## src/rtl/ara_uart_apb_pkg.sv

```systemverilog
// Shared types and width defaults for the UART APB arbiter slice.
package ara_uart_apb_pkg;

   localparam int unsigned ApbAddrWidth = 32;
   localparam int unsigned ApbDataWidth = 32;

   typedef enum logic [1:0] {
      IDLE   = 2'd0,
      SETUP  = 2'd1,
      ACCESS = 2'd2
   } state_e;

   typedef struct packed {
      logic [ApbAddrWidth-1:0] paddr;
      logic                    pwrite;
      logic [ApbDataWidth-1:0] pwdata;
   } apb_req_t;

   typedef struct packed {
      logic [ApbDataWidth-1:0] prdata;
      logic                    pslverr;
   } apb_rsp_t;

   // Index width for an n-entry vector; a single entry still needs one bit.
   function automatic int unsigned idx_width(input int unsigned n);
      return (n > 1) ? $clog2(n) : 1;
   endfunction

endpackage

```

## src/rtl/ara_uart_apb_arbiter_if.sv

```systemverilog
// Requester-side bus and APB3 bus of the UART arbiter.

// Requester side: masters present requests, the arbiter grants and responds.
interface ara_uart_apb_arbiter_if #(
   parameter int unsigned NrReq     = 2,
   parameter int unsigned AddrWidth = 32,
   parameter int unsigned DataWidth = 32
) ();
   logic [NrReq-1:0]                req;
   logic [NrReq-1:0]                we;
   logic [NrReq-1:0][AddrWidth-1:0] addr;
   logic [NrReq-1:0][DataWidth-1:0] wdata;
   logic [NrReq-1:0]                gnt;
   logic [NrReq-1:0]                rsp_valid;
   logic [DataWidth-1:0]            rsp_rdata;
   logic                            rsp_err;

   modport master (output req, we, addr, wdata, input gnt, rsp_valid, rsp_rdata, rsp_err);
   modport slave  (input req, we, addr, wdata, output gnt, rsp_valid, rsp_rdata, rsp_err);
endinterface

// APB3 side: the arbiter is the master, the UART is the slave.
interface ara_uart_apb_if #(
   parameter int unsigned AddrWidth = 32,
   parameter int unsigned DataWidth = 32
) ();
   logic                 psel;
   logic                 penable;
   logic                 pwrite;
   logic [AddrWidth-1:0] paddr;
   logic [DataWidth-1:0] pwdata;
   logic [DataWidth-1:0] prdata;
   logic                 pready;
   logic                 pslverr;

   modport master (output psel, penable, pwrite, paddr, pwdata, input prdata, pready, pslverr);
   modport slave  (input psel, penable, pwrite, paddr, pwdata, output prdata, pready, pslverr);
endinterface

```

## src/rtl/ara_rr_pick.sv

```systemverilog
// Round-robin picker: first requesting index at or after ptr, wrapping modulo NrReq.
module ara_rr_pick #(
   parameter int unsigned NrReq = 2,
   parameter int unsigned IdxW  = 1
) (
   input  logic [NrReq-1:0] req,
   input  logic [IdxW-1:0]  ptr,
   output logic [NrReq-1:0] gnt,
   output logic [IdxW-1:0]  idx,
   output logic             valid
);

   logic [IdxW-1:0] cand;

   // Scan from the pointer and keep the first hit.
   always_comb begin
      gnt   = '0;
      idx   = '0;
      valid = 1'b0;
      cand  = '0;
      for (int unsigned off = 0; off < NrReq; off++) begin
         cand = IdxW'((32'(ptr) + off) % NrReq);
         if (!valid && req[cand]) begin
            valid     = 1'b1;
            idx       = cand;
            gnt[cand] = 1'b1;
         end
      end
   end

endmodule

```

## src/rtl/ara_uart_apb_arbiter.sv

```systemverilog
// Shares one APB3 UART slave among NrReq request/response masters:
// round-robin grant, one transfer in flight, PREADY watchdog.
module ara_uart_apb_arbiter
   import ara_uart_apb_pkg::*;
#(
   parameter int unsigned NrReq         = 2,
   parameter int unsigned AddrWidth     = ApbAddrWidth,
   parameter int unsigned DataWidth     = ApbDataWidth,
   parameter int unsigned TimeoutCycles = 1024
) (
   input  logic                   clk_i,
   input  logic                   rst_ni,
   ara_uart_apb_arbiter_if.slave  req_bus,
   ara_uart_apb_if.master         apb
);

   localparam int unsigned IdxW  = idx_width(NrReq);
   localparam int unsigned WdogW = $clog2(TimeoutCycles);

   state_e               state;
   logic [IdxW-1:0]      ptr;
   logic [IdxW-1:0]      owner;
   logic [WdogW-1:0]     wdog;
   logic                 psel_q;
   logic                 penable_q;
   logic                 pwrite_q;
   logic [AddrWidth-1:0] paddr_q;
   logic [DataWidth-1:0] pwdata_q;
   logic [NrReq-1:0]     rsp_valid_q;
   logic [DataWidth-1:0] rdata_q;
   logic                 err_q;

   logic [NrReq-1:0]     pick_gnt;
   logic [IdxW-1:0]      pick_idx;
   logic                 pick_valid;
   logic                 wdog_expired;
   logic                 access_end;

   ara_rr_pick #(
      .NrReq (NrReq),
      .IdxW  (IdxW)
   ) u_pick (
      .req   (req_bus.req),
      .ptr   (ptr),
      .gnt   (pick_gnt),
      .idx   (pick_idx),
      .valid (pick_valid)
   );

   // Grant is a same-cycle decision in IDLE; held off while reset is asserted.
   assign req_bus.gnt = (state == IDLE && rst_ni) ? pick_gnt : '0;

   // An ACCESS cycle ends on pready, or on the last watchdog cycle.
   assign wdog_expired = (wdog == WdogW'(TimeoutCycles - 1));
   assign access_end   = (state == ACCESS) && (apb.pready || wdog_expired);

   // Transfer sequencer: latch on grant, drive SETUP/ACCESS, register the response.
   always_ff @(posedge clk_i or negedge rst_ni) begin
      if (!rst_ni) begin
         state       <= IDLE;
         ptr         <= '0;
         owner       <= '0;
         wdog        <= '0;
         psel_q      <= 1'b0;
         penable_q   <= 1'b0;
         pwrite_q    <= 1'b0;
         paddr_q     <= '0;
         pwdata_q    <= '0;
         rsp_valid_q <= '0;
         rdata_q     <= '0;
         err_q       <= 1'b0;
      end else begin
         rsp_valid_q <= '0;
         unique case (state)
            IDLE: begin
               if (pick_valid) begin
                  owner    <= pick_idx;
                  ptr      <= IdxW'((32'(pick_idx) + 32'd1) % NrReq);
                  paddr_q  <= req_bus.addr[pick_idx];
                  pwrite_q <= req_bus.we[pick_idx];
                  pwdata_q <= req_bus.we[pick_idx] ? req_bus.wdata[pick_idx] : '0;
                  psel_q   <= 1'b1;
                  wdog     <= '0;
                  state    <= SETUP;
               end
            end
            SETUP: begin
               penable_q <= 1'b1;
               state     <= ACCESS;
            end
            ACCESS: begin
               if (access_end) begin
                  // A timeout drops psel without pready and reports an error.
                  rdata_q            <= (apb.pready && !pwrite_q) ? apb.prdata : '0;
                  err_q              <= apb.pready ? apb.pslverr : 1'b1;
                  rsp_valid_q[owner] <= 1'b1;
                  psel_q             <= 1'b0;
                  penable_q          <= 1'b0;
                  pwrite_q           <= 1'b0;
                  paddr_q            <= '0;
                  pwdata_q           <= '0;
                  state              <= IDLE;
               end else begin
                  wdog <= wdog + WdogW'(1);
               end
            end
            default: state <= IDLE;
         endcase
      end
   end

   assign apb.psel          = psel_q;
   assign apb.penable       = penable_q;
   assign apb.pwrite        = pwrite_q;
   assign apb.paddr         = paddr_q;
   assign apb.pwdata        = pwdata_q;
   assign req_bus.rsp_valid = rsp_valid_q;
   assign req_bus.rsp_rdata = rdata_q;
   assign req_bus.rsp_err   = err_q;

endmodule
```

## src/flat_wrapper.sv

```systemverilog
// flat-port wrapper written by rule: the top's interface ports become plain ports
module ara_uart_apb_arbiter_flat import ara_uart_apb_pkg::*;
#(
   parameter int unsigned NrReq         = 2,
   parameter int unsigned AddrWidth     = ApbAddrWidth,
   parameter int unsigned DataWidth     = ApbDataWidth,
   parameter int unsigned TimeoutCycles = 1024
)
  (clk_i, rst_ni, req_bus_req, req_bus_we, req_bus_addr, req_bus_wdata, req_bus_gnt, req_bus_rsp_valid, req_bus_rsp_rdata, req_bus_rsp_err, apb_psel, apb_penable, apb_pwrite, apb_paddr, apb_pwdata, apb_prdata, apb_pready, apb_pslverr);
  ara_uart_apb_arbiter_if #(.NrReq(NrReq), .AddrWidth(AddrWidth), .DataWidth(DataWidth)) req_bus_i ();
  ara_uart_apb_if #(.AddrWidth(AddrWidth), .DataWidth(DataWidth)) apb_i ();
  input  logic clk_i;
  input  logic rst_ni;
  input wire logic [$bits(req_bus_i.req)-1:0] req_bus_req;
  input wire logic [$bits(req_bus_i.we)-1:0] req_bus_we;
  input wire logic [$bits(req_bus_i.addr)-1:0] req_bus_addr;
  input wire logic [$bits(req_bus_i.wdata)-1:0] req_bus_wdata;
  output wire logic [$bits(req_bus_i.gnt)-1:0] req_bus_gnt;
  output wire logic [$bits(req_bus_i.rsp_valid)-1:0] req_bus_rsp_valid;
  output wire logic [$bits(req_bus_i.rsp_rdata)-1:0] req_bus_rsp_rdata;
  output wire logic [$bits(req_bus_i.rsp_err)-1:0] req_bus_rsp_err;
  output wire logic [$bits(apb_i.psel)-1:0] apb_psel;
  output wire logic [$bits(apb_i.penable)-1:0] apb_penable;
  output wire logic [$bits(apb_i.pwrite)-1:0] apb_pwrite;
  output wire logic [$bits(apb_i.paddr)-1:0] apb_paddr;
  output wire logic [$bits(apb_i.pwdata)-1:0] apb_pwdata;
  input wire logic [$bits(apb_i.prdata)-1:0] apb_prdata;
  input wire logic [$bits(apb_i.pready)-1:0] apb_pready;
  input wire logic [$bits(apb_i.pslverr)-1:0] apb_pslverr;
  assign req_bus_i.req = req_bus_req;
  assign req_bus_i.we = req_bus_we;
  assign req_bus_i.addr = req_bus_addr;
  assign req_bus_i.wdata = req_bus_wdata;
  assign req_bus_gnt = req_bus_i.gnt;
  assign req_bus_rsp_valid = req_bus_i.rsp_valid;
  assign req_bus_rsp_rdata = req_bus_i.rsp_rdata;
  assign req_bus_rsp_err = req_bus_i.rsp_err;
  assign apb_psel = apb_i.psel;
  assign apb_penable = apb_i.penable;
  assign apb_pwrite = apb_i.pwrite;
  assign apb_paddr = apb_i.paddr;
  assign apb_pwdata = apb_i.pwdata;
  assign apb_i.prdata = apb_prdata;
  assign apb_i.pready = apb_pready;
  assign apb_i.pslverr = apb_pslverr;
  ara_uart_apb_arbiter #(.NrReq(NrReq), .AddrWidth(AddrWidth), .DataWidth(DataWidth), .TimeoutCycles(TimeoutCycles)) u_core (.clk_i(clk_i), .rst_ni(rst_ni), .req_bus(req_bus_i), .apb(apb_i));
endmodule
```

## config.mk

```make
export PLATFORM = sky130hd
export DESIGN_NAME = ara_uart_apb_arbiter_flat
export DESIGN_NICKNAME = d
export VERILOG_FILES = /design/src/rtl/ara_uart_apb_pkg.sv /design/src/rtl/ara_uart_apb_arbiter_if.sv /design/src/rtl/ara_rr_pick.sv /design/src/rtl/ara_uart_apb_arbiter.sv /design/src/flat_wrapper.sv
export SDC_FILE = /design/constraint.sdc
export NUM_CORES = 1
export LEC_CHECK = 0
export BUFFER_PORTS_ARGS = -buffer_cell sky130_fd_sc_hd__buf_4
export CAP_MARGIN = 20
export CORE_MARGIN = 3
export CORE_UTILIZATION = 45
export DETAILED_ROUTE_END_ITERATION = 16
export HOLD_SLACK_MARGIN = 0.08
export PLACE_DENSITY_LB_ADDON = 0.15
export SLEW_MARGIN = 10
export SYNTH_ARGS = -nofsm -noshare
export SYNTH_HDL_FRONTEND = slang
export SYNTH_SLANG_ARGS = --single-unit
```

## constraint.sdc

```tcl
create_clock -name clk_i -period 2.2 [get_ports clk_i]
set_input_delay 0.44 -clock clk_i [delete_from_list [all_inputs] [get_ports clk_i]]
set_output_delay 0.44 -clock clk_i [all_outputs]
set_load 0.02 [all_outputs]
```

Yosys cells after proc, flatten, opt, wreduce, memory -nomap -nowiden
Index checks and enable logic that the tools add are counted.

Bitwise logic cells: 1. Equality and inequality tests: 6. Add/subtract/negate cells: 3. Multiplexer cells: 45. Magnitude comparators: 7. Reduce and logical (&&, ||, !) cells: 19.

Operators with widths (number): $mux W32 (9); $pmux W32 S2 (2); $mux W10 (2); $pmux W10 S2 (1); $mux W1 (17); $mux W2 (7); $add A10 B1 Y10 const B (1); $eq A10 B10 Y1 const B (1); $lt A1 B2 Y1 const B (4); $reduce_and A2 Y1 (4); $logic_and A1 B1 Y1 (7); $pmux W1 S2 (3); $pmux W2 S3 (1); $reduce_and A3 Y1 (2); $ne A2 B1 Y1 const B (2); $reduce_bool A2 Y1 (2); $demux W1 S1 (3); $ge A1 B1 Y1 const B (3); $add A1 B1 Y1 const B (2); $eq A2 B1 Y1 const B (1); $eq A2 B2 Y1 const B (1); $logic_not A1 Y1 (2); $logic_not A2 Y1 (1); $ne A2 B2 Y1 const B (1); 2 further kinds (2).

Input port bits: 168. Logic and storage cells: 93. Flip-flop bits (word level): 116. Output and inout bits: 104.

Depth between registers and ports, before layout
Gate-level depths: netlist of the first run.

Depth in word-level cells: 11. Depth in mapped cells: 8. Gate-level depth less buffers: 5.

Modules after synthesis
From an unflattened synthesis of the first run, not the netlist that was laid out.

Cells, all modules: 380. Area total of the unflattened synthesis: 5074.9 um^2.

By module, submodules not included: ara_uart_apb_arbiter (area an instance 5042.3 um^2, times used 1, cells each 375, sequential area each 2902.8 um^2); ara_rr_pick (area an instance 32.5 um^2, times used 1, cells each 5, sequential area each 0.0 um^2).

Worst setup path before layout of the first run
OpenSTA, ideal clock, no wires.

Path type: input -> output. Start: input req_bus_req[0]. End: output req_bus_gnt[1]. Data required time: 1.760 ns. Arrival: 1.294 ns. Path slack: 0.466 ns. Cell stages on the path: 5. Cell sequence: inv_1 > o21ai_1 > buf_2 > buf_2 > nor2_1.

Cells in the longest elaborated chain, start to end: 7. Elaborated cells between the ends (all ways): 11.

RTL lines: start, declared (line flat_wrapper.sv:14) `input wire logic [$bits(req_bus_i.req)-1:0] req_bus_req;`; $mux W1 (implied by the code) (2 in a row) (line ara_rr_pick.sv:23) `if (!valid && req[cand]) begin`; $mux W1 (line ara_rr_pick.sv:23); $logic_not A1 Y1 (line ara_rr_pick.sv:23); $logic_and A1 B1 Y1 (line ara_rr_pick.sv:23); $mux W2 * (line ara_rr_pick.sv:23); $mux W2 * (line ara_uart_apb_arbiter.sv:51) `assign req_bus.gnt = (state == IDLE && rst_ni) ? pick_gnt : '0;`; end, declared (line flat_wrapper.sv:18) `output wire logic [$bits(req_bus_i.gnt)-1:0] req_bus_gnt;`.

Mark *: on every way between the ends. The rest lies on a longest branch, timed or not. The select of a mux whose other input is x is not followed.

Worst setup path after layout of the first run
Start: register u_core.state[0]. End: output req_bus_gnt[0].

Cells in the longest elaborated chain, start to end: 3.

RTL lines: start, declared (line ara_uart_apb_arbiter.sv:20) `state_e state;`; start signal, assigned (line ara_uart_apb_arbiter.sv:60) `state <= IDLE;`; start signal, assigned (line ara_uart_apb_arbiter.sv:84) `state <= SETUP;`; start signal, assigned (line ara_uart_apb_arbiter.sv:89) `state <= ACCESS;`; $logic_not A2 Y1 (line ara_uart_apb_arbiter.sv:51); $logic_and A1 B1 Y1 (line ara_uart_apb_arbiter.sv:51); $mux W2 (line ara_uart_apb_arbiter.sv:51).

No other way between the ends.

==> impl_metrics.json, run 1 <==
{
  "status": "completed",
  "synth_top_area_share_pct": 56.7,
  "maxCapViolCount": 0,
  "clock-skew-final_ns": 0.00794,
  "dieWidth_um": 113,
  "start_util_pct": 46.6,
  "routabilityCongestion": 0.856,
  "syn-cell-area_sq_um": 5120,
  "cts_buffers": 17,
  "dp_slack_ns": 0.251,
  "dieArea_sq_um": 12700,
  "drtIter0Drc": 218,
  "postSynthCellCount": 395,
  "yosys.area_share.xor_xnor_pct": 0.171,
  "crit_path_max_fanout": 5,
  "setup_tns_ns": 0,
  "insertedDiodeCount": 0,
  "syn_nets": 564,
  "power_density_nw_per_um2": 1440,
  "fin_crit_ns": 2.03,
  "io_pins": 272,
  "end_kind": "output port",
  "gr-usage-all-layers_pct": 23.3,
  "post_synth_and_or_nand_nor_area_fraction_pct": 4.84,
  "n_fill_cell": 785,
  "synth_compound_area_share_pct": 20.9,
  "io_buffers": 271,
  "crit_buf_inv": 1,
  "async_reset_ff_share_pct": 100,
  "synthMuxAreaShare_pct": 12.5,
  "synth_cell_types": 43,
  "synthTopCellsByArea": "dfrtp_1, mux2i_1, o2bb2ai_1",
  "synthAdderAreaFrac_pct": 0.244,
  "syn2layout_area_growth_pct": 54.3,
  "setup_violations": 0,
  "fmax_mhz": 493,
  "rsz0062_at_grt": "false",
  "crit_required_ns": 1.76,
  "ys_ff_latch": 116,
  "wl_per_cell_um": 18.2,
  "period_share_pct": 92.2,
  "ant_nets": 0,
  "cts_tree": "done",
  "cp_slowest_stage_delay_ns": 0.41,
  "maxSlewViolCount": 0,
  "ir_drop_v": 0.000784,
  "synth_most_common_cell": "dfrtp_1",
  "core_sq_um": 11000,
  "yosysWarnings": 0,
  "synthTopCellsByCount": "dfrtp_1, mux2i_1, o2bb2ai_1",
  "antenna_found_initial": 0,
  "grt_pass1_vias": 4596,
  "post_cts_resized": 0,
  "cts.sinks": 116,
  "gr-total-overflow": 0,
  "hold_buffers": 0,
  "synth_top_flop_cell": "dfrtp_1",
  "worst_slack_ns": 0.171,
  "path_class": "register to output port",
  "path_cells": "nor2_1, nand2_1, a211oi_1, buf_4",
  "clk-insertion-delay-late_ns": 0.41,
  "totalWireLength_um": 14900,
  "die_h_um": 113,
  "syn_avg_cell_area_sq_um": 13.0,
  "dr.pass1.iters": 4,
  "path_clk_slew_ns": 0.05,
  "total_power_mw": 11.4,
  "critPathTopFamily": "flip-flops",
  "viasPerCell": 5.41,
  "synth_top_family_by_area": "compound AO/OA/AOI/OAI gates",
  "worst_slew_pin_slew_ns": 0.609,
  "cp-start-kind": "register",
  "drive_above_1_share_pct": 47.5,
  "crit_slowest_cell": "dfrtp_1",
  "grt_pass1_wl_um": 23500,
  "cts_setup_buffers": 0,
  "synth_top_cell_by_area": "dfrtp_1",
  "cts_max_level": 4,
  "synth_edf_count": 0,
  "clockRootBuffer": "clkbuf_16",
  "clockBufferDepth": 2,
  "dpl.hpwl_um": 10800,
  "num_vias": 4401,
  "grt_max_degree": 117,
  "p_leak_nw": 4.05,
  "hold_viol_final": 0,
  "relSlewSlack_pct": 59.4,
  "final_nets": 831,
  "rows": 38,
  "drc": 0,
  "hp-class": "input pin to asynchronous set/reset pin",
  "arrival_ns": 1.59,
  "yosysSeqAreaShare_pct": 56.7
}
[routing by layer]
metal	wire length (um)	track usage (%)	share of wire, %
met5	0	0	0
met4	343	9.13	2.3
met3	1250	7.60	8.4
met2	7570	38.5	51
met1	5690	28.3	38
[worst reg2reg max path, delay by kind of cell (launching register included)]
family                   cells  cell delay [ns]
AND/OR/NAND/NOR              3             0.72
buffers and inverters        1             0.23
flip-flops                   1             0.40
adder cells (fa/ha/maj)      1             0.25
AO/OA/AOI/OAI                1             0.18
[metrics by stage]
step / hold slack [ns] / utilization, % / cells / instance area [sq um]
floorplan: 0.144 / - / 395 / 5120
global placement: 0.446 / 66.2 / 783 / 7270
detailed placement: 0.441 / 66.2 / 783 / 7270
CTS: 0.173 / 71.9 / 814 / 7900
global route: 0.200 / 71.9 / 814 / 7900
finish: 0.112 / 71.9 / 814 / 7900
[layout by cell type, fill, tap and decap left out, types with 4 or more instances in the layout]
| cell | n |
|---|---|
| buf_4 | 276 |
| dfrtp_1 | 116 |
| mux2i_1 | 64 |
| o2bb2ai_1 | 64 |
| a22o_1 | 33 |
| clkbuf_16 | 17 |
| nand3_1 | 10 |
| nor2_1 | 9 |
| inv_1 | 8 |
| nand2_1 | 6 |
| o21ai_0 | 5 |
| a21o_1 | 5 |
| a21oi_1 | 5 |
| clkbuf_8 | 4 |
| bufinv_16 | 4 |
| buf_12 | 4 |
[kinds of logic after synthesis]
group	Yosys count
compound gates	127
flops	116
simple gates	46
xor+xnor	1
mux	64
buf+inv	40
fa+ha+maj	1
[power breakdown]
group | total, mW | leakage, nW | internal (mW) | switching [mW]
clock | 2.93 | 0.308 | 2.00 | 0.924
sequential | 3.58 | 1.49 | 3.04 | 0.542
combinational | 4.85 | 2.25 | 2.19 | 2.65
[state kept, by name, summed over array words and instances (netlist names)]
signal / flops
u_core.apb.psel: 1
u_core.apb.paddr: 32
u_core.wdog: 10
u_core.apb.penable: 1
u_core.state: 2
u_core.apb.pwrite: 1
u_core.apb.pwdata: 32
u_core.req_bus.rsp_err: 1
u_core.req_bus.rsp_rdata: 32
u_core.req_bus.rsp_valid: 2
u_core.ptr: 1
u_core.owner: 1
[cell type report]
cell class              instances  area (sq um)  area share (%)
flip-flops and latches        116          2900            36.7
repair buffers                280          2150            27.2
multi-input cells             239          2010            25.4
clock buffers                  22           484            6.13
well taps                     140           175            2.22
clock inverters                 9           150            1.90
inverters                       8          30.0           0.380
[final timing paths]
path / from / end / slack, ns / cells after the start
worst max-delay path: u_core.state[0]$_DFFE_PN0P_ / req_bus_gnt[0] / 0.17 / 4
worst min-delay path: rst_ni / u_core.apb.paddr[0]$_DFFE_PN0P_ / 0.11 / 2
worst max register to register: u_core.wdog[0]$_DFFE_PN0P_ / u_core.apb.paddr[0]$_DFFE_PN0P_ / 0.28 / 6
worst min register to register: u_core.owner$_DFFE_PN0P_ / u_core.req_bus.rsp_valid[0]$_DFF_PN0_ / 0.45 / 1
max in group asynchronous: rst_ni / u_core.apb.paddr[5]$_DFFE_PN0P_ / 1.60 / 2
min in group clk_i: apb_prdata[13] / u_core.req_bus.rsp_rdata[13]$_DFFE_PN0P_ / 0.25 / 2
No activity file was read; power rests on OpenSTA's default activity.
==> inputs of run 2 (changes only) <==
--- a/config.mk
+++ b/config.mk
@@ -12,6 +12,7 @@
 export DETAILED_ROUTE_END_ITERATION = 16
 export HOLD_SLACK_MARGIN = 0.08
 export PLACE_DENSITY_LB_ADDON = 0.15
+export SETUP_SLACK_MARGIN = 0.3
 export SLEW_MARGIN = 10
 export SYNTH_ARGS = -nofsm -noshare
 export SYNTH_HDL_FRONTEND = slang
==> run 2 against run 1 <==
Die area did not move; combinational power about the same; clock-buffer cell count stayed put; largest power group unchanged; fmax up 11%; global-route usage about the same; via count about the same; sequential power is essentially flat; clock skew is essentially flat; design area increased by 0.25%.
==> impl_metrics.json, run 2 (synthesis results as in run 1) <==
{
  "setup_violations": 0,
  "dieWidth_um": 113,
  "num_vias": 4402,
  "worst_slew_pin_slew_ns": 0.610,
  "cp_slowest_stage_delay_ns": 0.42,
  "p_sw_mw": 4.13,
  "maxSlewViolCount": 0,
  "clock-skew-final_ns": 0.00801,
  "r2r-start": "u_core.wdog[0]$_DFFE_PN0P_",
  "hold_ws_ns": 0.113,
  "routabilityCongestion": 0.856,
  "placedCellCount": 783,
  "clock_power_share_pct": 25.7,
  "fin_crit_ns": 1.83,
  "dr.pass1.iters": 4,
  "core_sq_um": 11000,
  "m1WireLength_um": 5740,
  "io_buffers": 271,
  "totalWireLength_um": 14900,
  "syn2layout_area_growth_pct": 54.7,
  "combPwrFrac_pct": 42.8,
  "mostFrequentLayoutCells": "buf_4, dfrtp_1, mux2i_1, o2bb2ai_1, a22o_1",
  "crit_required_ns": 1.76,
  "hold_buffers": 0,
  "viasPerCell": 5.40,
  "crit_path_max_fanout": 5,
  "p_int_mw": 7.25,
  "drtIter0Drc": 219,
  "cts.sinks": 116,
  "gr-total-overflow": 0,
  "final_cells": 815,
  "power_density_nw_per_um2": 1440,
  "wl_met2_um": 7540,
  "clockBufferDepth": 2,
  "drive_above_1_share_pct": 48.1,
  "rows": 38,
  "p_leak_nw": 4.05,
  "cts_max_level": 4,
  "path_cells": "nor2_2, nand2_1, a211oi_2, buf_4",
  "rr_worst_depth": 6,
  "crit_buf_inv": 1,
  "maxCapViolCount": 0,
  "ant_nets": 0,
  "cts_buffers": 17,
  "start_util_pct": 46.6,
  "setup_tns_ns": 0,
  "critPathTopFamily": "flip-flops",
  "arrival_ns": 1.39,
  "cp-start-kind": "register",
  "cts_tree": "done",
  "period_share_pct": 83.4,
  "grt_pass1_vias": 4592,
  "maxUsedRoutingLayer": "met4",
  "path_clk_slew_ns": 0.05,
  "fmax_mhz": 545,
  "io_pins": 272,
  "hp-class": "input pin to asynchronous set/reset pin",
  "dieArea_sq_um": 12700,
  "relSlewSlack_pct": 59.3,
  "gr-usage-all-layers_pct": 23.3,
  "r2r_slack_ns": 0.39,
  "dp_slack_ns": 0.251,
  "insertedDiodeCount": 0,
  "wl_met3_um": 1240,
  "antenna_found_initial": 0,
  "grt_pass1_wl_um": 23500,
  "hold_viol_final": 0,
  "seq_power_share_pct": 31.5,
  "status": "completed",
  "final_nets": 832,
  "worst_slack_ns": 0.365,
  "grt_max_degree": 117,
  "wl_per_cell_um": 18.2,
  "clk-insertion-delay-late_ns": 0.41,
  "regToRegEndpoint": "u_core.apb.paddr[0]$_DFFE_PN0P_",
  "crit_slowest_cell": "dfrtp_1",
  "rsz0062_at_grt": "true",
  "mostFrequentLayoutCell": "buf_4",
  "dpl.hpwl_um": 10800,
  "drc": 0,
  "die_h_um": 113,
  "clockRootBuffer": "clkbuf_16",
  "end_kind": "output port",
  "path_class": "register to output port",
  "ir_drop_v": 0.000784,
  "switching_share_pct": 36.3
}
## run 2: changes by cell type in the layout (fill, tap and decap cells not counted), sizes merged
cell / previous run / this run
buf: 280 / 281
## run 2: worst max-delay path by stage
stage	start	end	slack (ns)	depth (start not counted)
after floorplan	req_bus_req[0]	req_bus_gnt[1]	0.47	5
after global placement	apb_pready	u_core.wdog[5]$_DFFE_PN0P_	0.29	5
after detailed placement	apb_pready	u_core.wdog[5]$_DFFE_PN0P_	0.25	5
after CTS	u_core.wdog[0]$_DFFE_PN0P_	u_core.apb.paddr[0]$_DFFE_PN0P_	0.32	6
after global routing	u_core.state[1]$_DFFE_PN0P_	req_bus_gnt[0]	0.28	4
final	u_core.state[1]$_DFFE_PN0P_	req_bus_gnt[0]	0.37	4
## run 2: metrics by stage
stage	util, %	cell area (sq um)	power [mW]
6_report	72.1	7920	11.4
5_1_grt	72.1	7920	12.0
4_1_cts	72.1	7920	11.5
3_5_place_dp	66.2	7270	8.50
3_3_place_gp	66.2	7270	8.38
2_1_floorplan	-	5120	6.35
## run 2: timing repair
action	CTS	global route
pin swaps	1	0
setup buffers	1	0
setup endpoints to repair	12	62
gates resized for setup	3	2
## run 2: final cells by class
type,count,area (sq um)
Clock buffer,22,484
Clock inverter,9,150
Fill cell,780,3060
Inverter,8,30.0
Multi-Input combinational cell,239,2020
Sequential cell,116,2900
Tap cell,140,175
Timing Repair Buffer,281,2160
## run 2: power groups by stage
stage / logic (mW) / registers (mW) / clock network (mW)
after global routing: 5.19 / 3.71 / 3.08
after CTS: 4.94 / 3.59 / 2.97
after floorplan: 1.77 / 4.58 / 0
after global placement: 4.82 / 3.56 / 0
after detailed placement: 4.92 / 3.58 / 0
final: 4.87 / 3.59 / 2.93
## run 2: worst register-to-register path: stages, from the launching register on
cell       delay (ns)
dfrtp_1          0.41
ha_2             0.24
and4_4           0.28
nand4_1          0.09
and3_2           0.25
buf_4            0.23
o2bb2ai_1        0.17
## run 2: metal layers
metal,GRT usage (%),vias up
met2,38.6,209
met1,28.3,2111
met3,7.60,30
met4,9.13,0
li1,-,2052
met5,0,-
==> inputs of run 3 (changes only) <==
--- a/config.mk
+++ b/config.mk
@@ -8,7 +8,7 @@
 export BUFFER_PORTS_ARGS = -buffer_cell sky130_fd_sc_hd__buf_4
 export CAP_MARGIN = 20
 export CORE_MARGIN = 3
-export CORE_UTILIZATION = 45
+export CORE_UTILIZATION = 41
 export DETAILED_ROUTE_END_ITERATION = 16
 export HOLD_SLACK_MARGIN = 0.08
 export PLACE_DENSITY_LB_ADDON = 0.15
==> constraint.sdc (replaced) <==
create_clock -name clk_i -period 1.6 [get_ports clk_i]
set_input_delay 0.32 -clock clk_i [delete_from_list [all_inputs] [get_ports clk_i]]
set_output_delay 0.32 -clock clk_i [all_outputs]
set_load 0.02 [all_outputs]
==> run 3 against run 2 <==
Via count grew 50%; design area is 46% higher; the flow now finishes with violations (setup timing); largest power group unchanged; register-to-register slack got worse by 0.76 ns; critical path type is now register to register; sequential share of layout area shrank 12 points; utilization grew 23 points; wire length up 130%.
==> impl_metrics.json, run 3 (synthesis results as in run 1) <==
{
  "r2r-start": "u_core.wdog[1]$_DFFE_PN0P_",
  "path_clk_slew_ns": 0.07,
  "placedCellCount": 844,
  "crit_path_max_fanout": 3,
  "drtIter0Drc": 764,
  "cts.sinks": 116,
  "worst_slack_ns": -0.369,
  "hold_viol_final": 0,
  "gr-usage-all-layers_pct": 29.9,
  "cp_slowest_stage_delay_ns": 0.42,
  "period_share_pct": 123,
  "post-route-util_pct": 95.4,
  "final_cells": 1019,
  "status": "finished with violations",
  "hp-start": "apb_prdata[29]",
  "cts_buffers": 17,
  "grt_pass1_vias": 5701,
  "io_pins": 272,
  "io_buffers": 271,
  "rr_worst_depth": 7,
  "fin_crit_ns": 1.97,
  "rsz0062_at_grt": "true",
  "crit_top_cell": "buf_4",
  "clockBufferDepth": 2,
  "mostFrequentLayoutCell": "buf_4",
  "drc": 0,
  "core_sq_um": 12100,
  "min_path_cells": 2,
  "worst_slew_pin_slew_ns": 0.644,
  "gr-total-overflow": 0,
  "ant_nets": 0,
  "ir_drop_v": 0.00166,
  "hold_ws_ns": 0.114,
  "hp-class": "input pin to register",
  "maxCapViolCount": 0,
  "p_leak_nw": 5.44,
  "routabilityCongestion": 0.804,
  "clock-skew-final_ns": 0.0197,
  "start_util_pct": 42.3,
  "dieArea_sq_um": 13900,
  "antenna_found_initial": 1,
  "path_cells": "ha_2, and4_4, buf_4, buf_4, nand4_1, xor2_1, o21ai_1",
  "dp_slack_ns": -0.0524,
  "path_class": "register to register",
  "clockRootBuffer": "clkbuf_16",
  "wl_per_cell_um": 33.1,
  "fin_area_sq_um": 11600,
  "crit_required_ns": 1.89,
  "num_vias": 6588,
  "relSlewSlack_pct": 57.0,
  "arrival_ns": 2.25,
  "cts_tree": "done",
  "cp-start-kind": "register",
  "total_power_mw": 24.8,
  "setup_tns_ns": -32.44,
  "maxSlewViolCount": 0,
  "clk-insertion-delay-late_ns": 0.43,
  "post_dp_cell_area_sq_um": 8070,
  "r2r_slack_ns": -0.37,
  "regToRegEndpoint": "u_core.wdog[8]$_DFFE_PN0P_",
  "dpl.hpwl_um": 11800,
  "cts_max_level": 4,
  "setup_violations": 114,
  "dieWidth_um": 118,
  "crit_slowest_cell": "dfrtp_1",
  "dr.pass1.iters": 7,
  "rows": 40,
  "drive_above_1_share_pct": 72.6,
  "power_density_nw_per_um2": 2150,
  "startpoint": "u_core.wdog[1]$_DFFE_PN0P_",
  "violations": "setup timing",
  "end_kind": "register",
  "die_h_um": 118,
  "mostFrequentLayoutCells": "buf_4, dfrtp_1, buf_6",
  "viasPerCell": 6.47,
  "fmax_mhz": 508,
  "grt_max_degree": 117,
  "hold_path_end": "u_core.req_bus.rsp_rdata[29]$_DFFE_PN0P_",
  "final_nets": 1006,
  "totalWireLength_um": 33700,
  "grt_pass1_wl_um": 32000,
  "syn2layout_area_growth_pct": 126
}
==> run 3: cell count changes in the layout (fill, tap and decap cells not counted), moves of 17 or more <==
cell | previous run | this run
o2bb2ai_1 | 64 | 0
mux2i_4 | 0 | 23
buf_4 | 277 | 317
o2bb2ai_4 | 0 | 48
buf_6 | 0 | 103
mux2i_2 | 0 | 17
mux2i_1 | 64 | 24
==> run 3: final cells by class <==
cell class,instances,area [sq um]
inverters,8,30.0
well taps,168,210
flip-flops and latches,116,2900
clock inverters,9,125
diodes,1,2.50
repair buffers,455,4350
clock buffers,23,488
multi-input cells,239,3450
fillers,256,554
==> run 3: per-layer routing <==
| metal | part of all wire [%] | vias up | global-route usage, % |
|---|---|---|---|
| met2 | 49 | 700 | 53.2 |
| met1 | 32 | 3245 | 33.5 |
| met3 | 11 | 244 | 9.18 |
| met4 | 8.3 | 0 | 11.9 |
| li1 | - | 2399 | - |
| met5 | 0 | - | 0 |
==> run 3: critical path: cells and delay by family (launching register included) <==
family | cells | cell delay (ns)
buf+inv | 2 | 0.26
xor+xnor | 1 | 0.31
fa+ha+maj | 1 | 0.23
simple gates | 2 | 0.45
compound gates | 1 | 0.15
flops | 1 | 0.42
==> run 3: worst max-delay path by stage <==
stage | end | slack, ns | depth (start not counted)
floorplan | u_core.req_bus.rsp_rdata[22]$_DFFE_PN0P_ | -0.08 | 7
global placement | u_core.apb.paddr[3]$_DFFE_PN0P_ | -0.007 | 6
detailed placement | u_core.apb.paddr[14]$_DFFE_PN0P_ | -0.05 | 6
CTS | req_bus_gnt[0] | -0.20 | 4
global route | u_core.wdog[8]$_DFFE_PN0P_ | -0.41 | 7
finish | u_core.wdog[8]$_DFFE_PN0P_ | -0.37 | 7
==> run 3: what timing repair did <==
action                     4_1_cts  5_1_grt
gates cloned                    13        2
setup endpoints to repair      188      213
setup buffers                   79       47
hold buffers                     1        0
gates resized for setup        106      149
hold endpoints to repair       116        0
pin swaps                       59       37
==> run 3: power by group <==
group	internal [mW]	leakage (nW)	switching, mW
combinational	8.04	3.64	7.14
sequential	4.18	1.49	1.30
clock	2.61	0.299	1.57
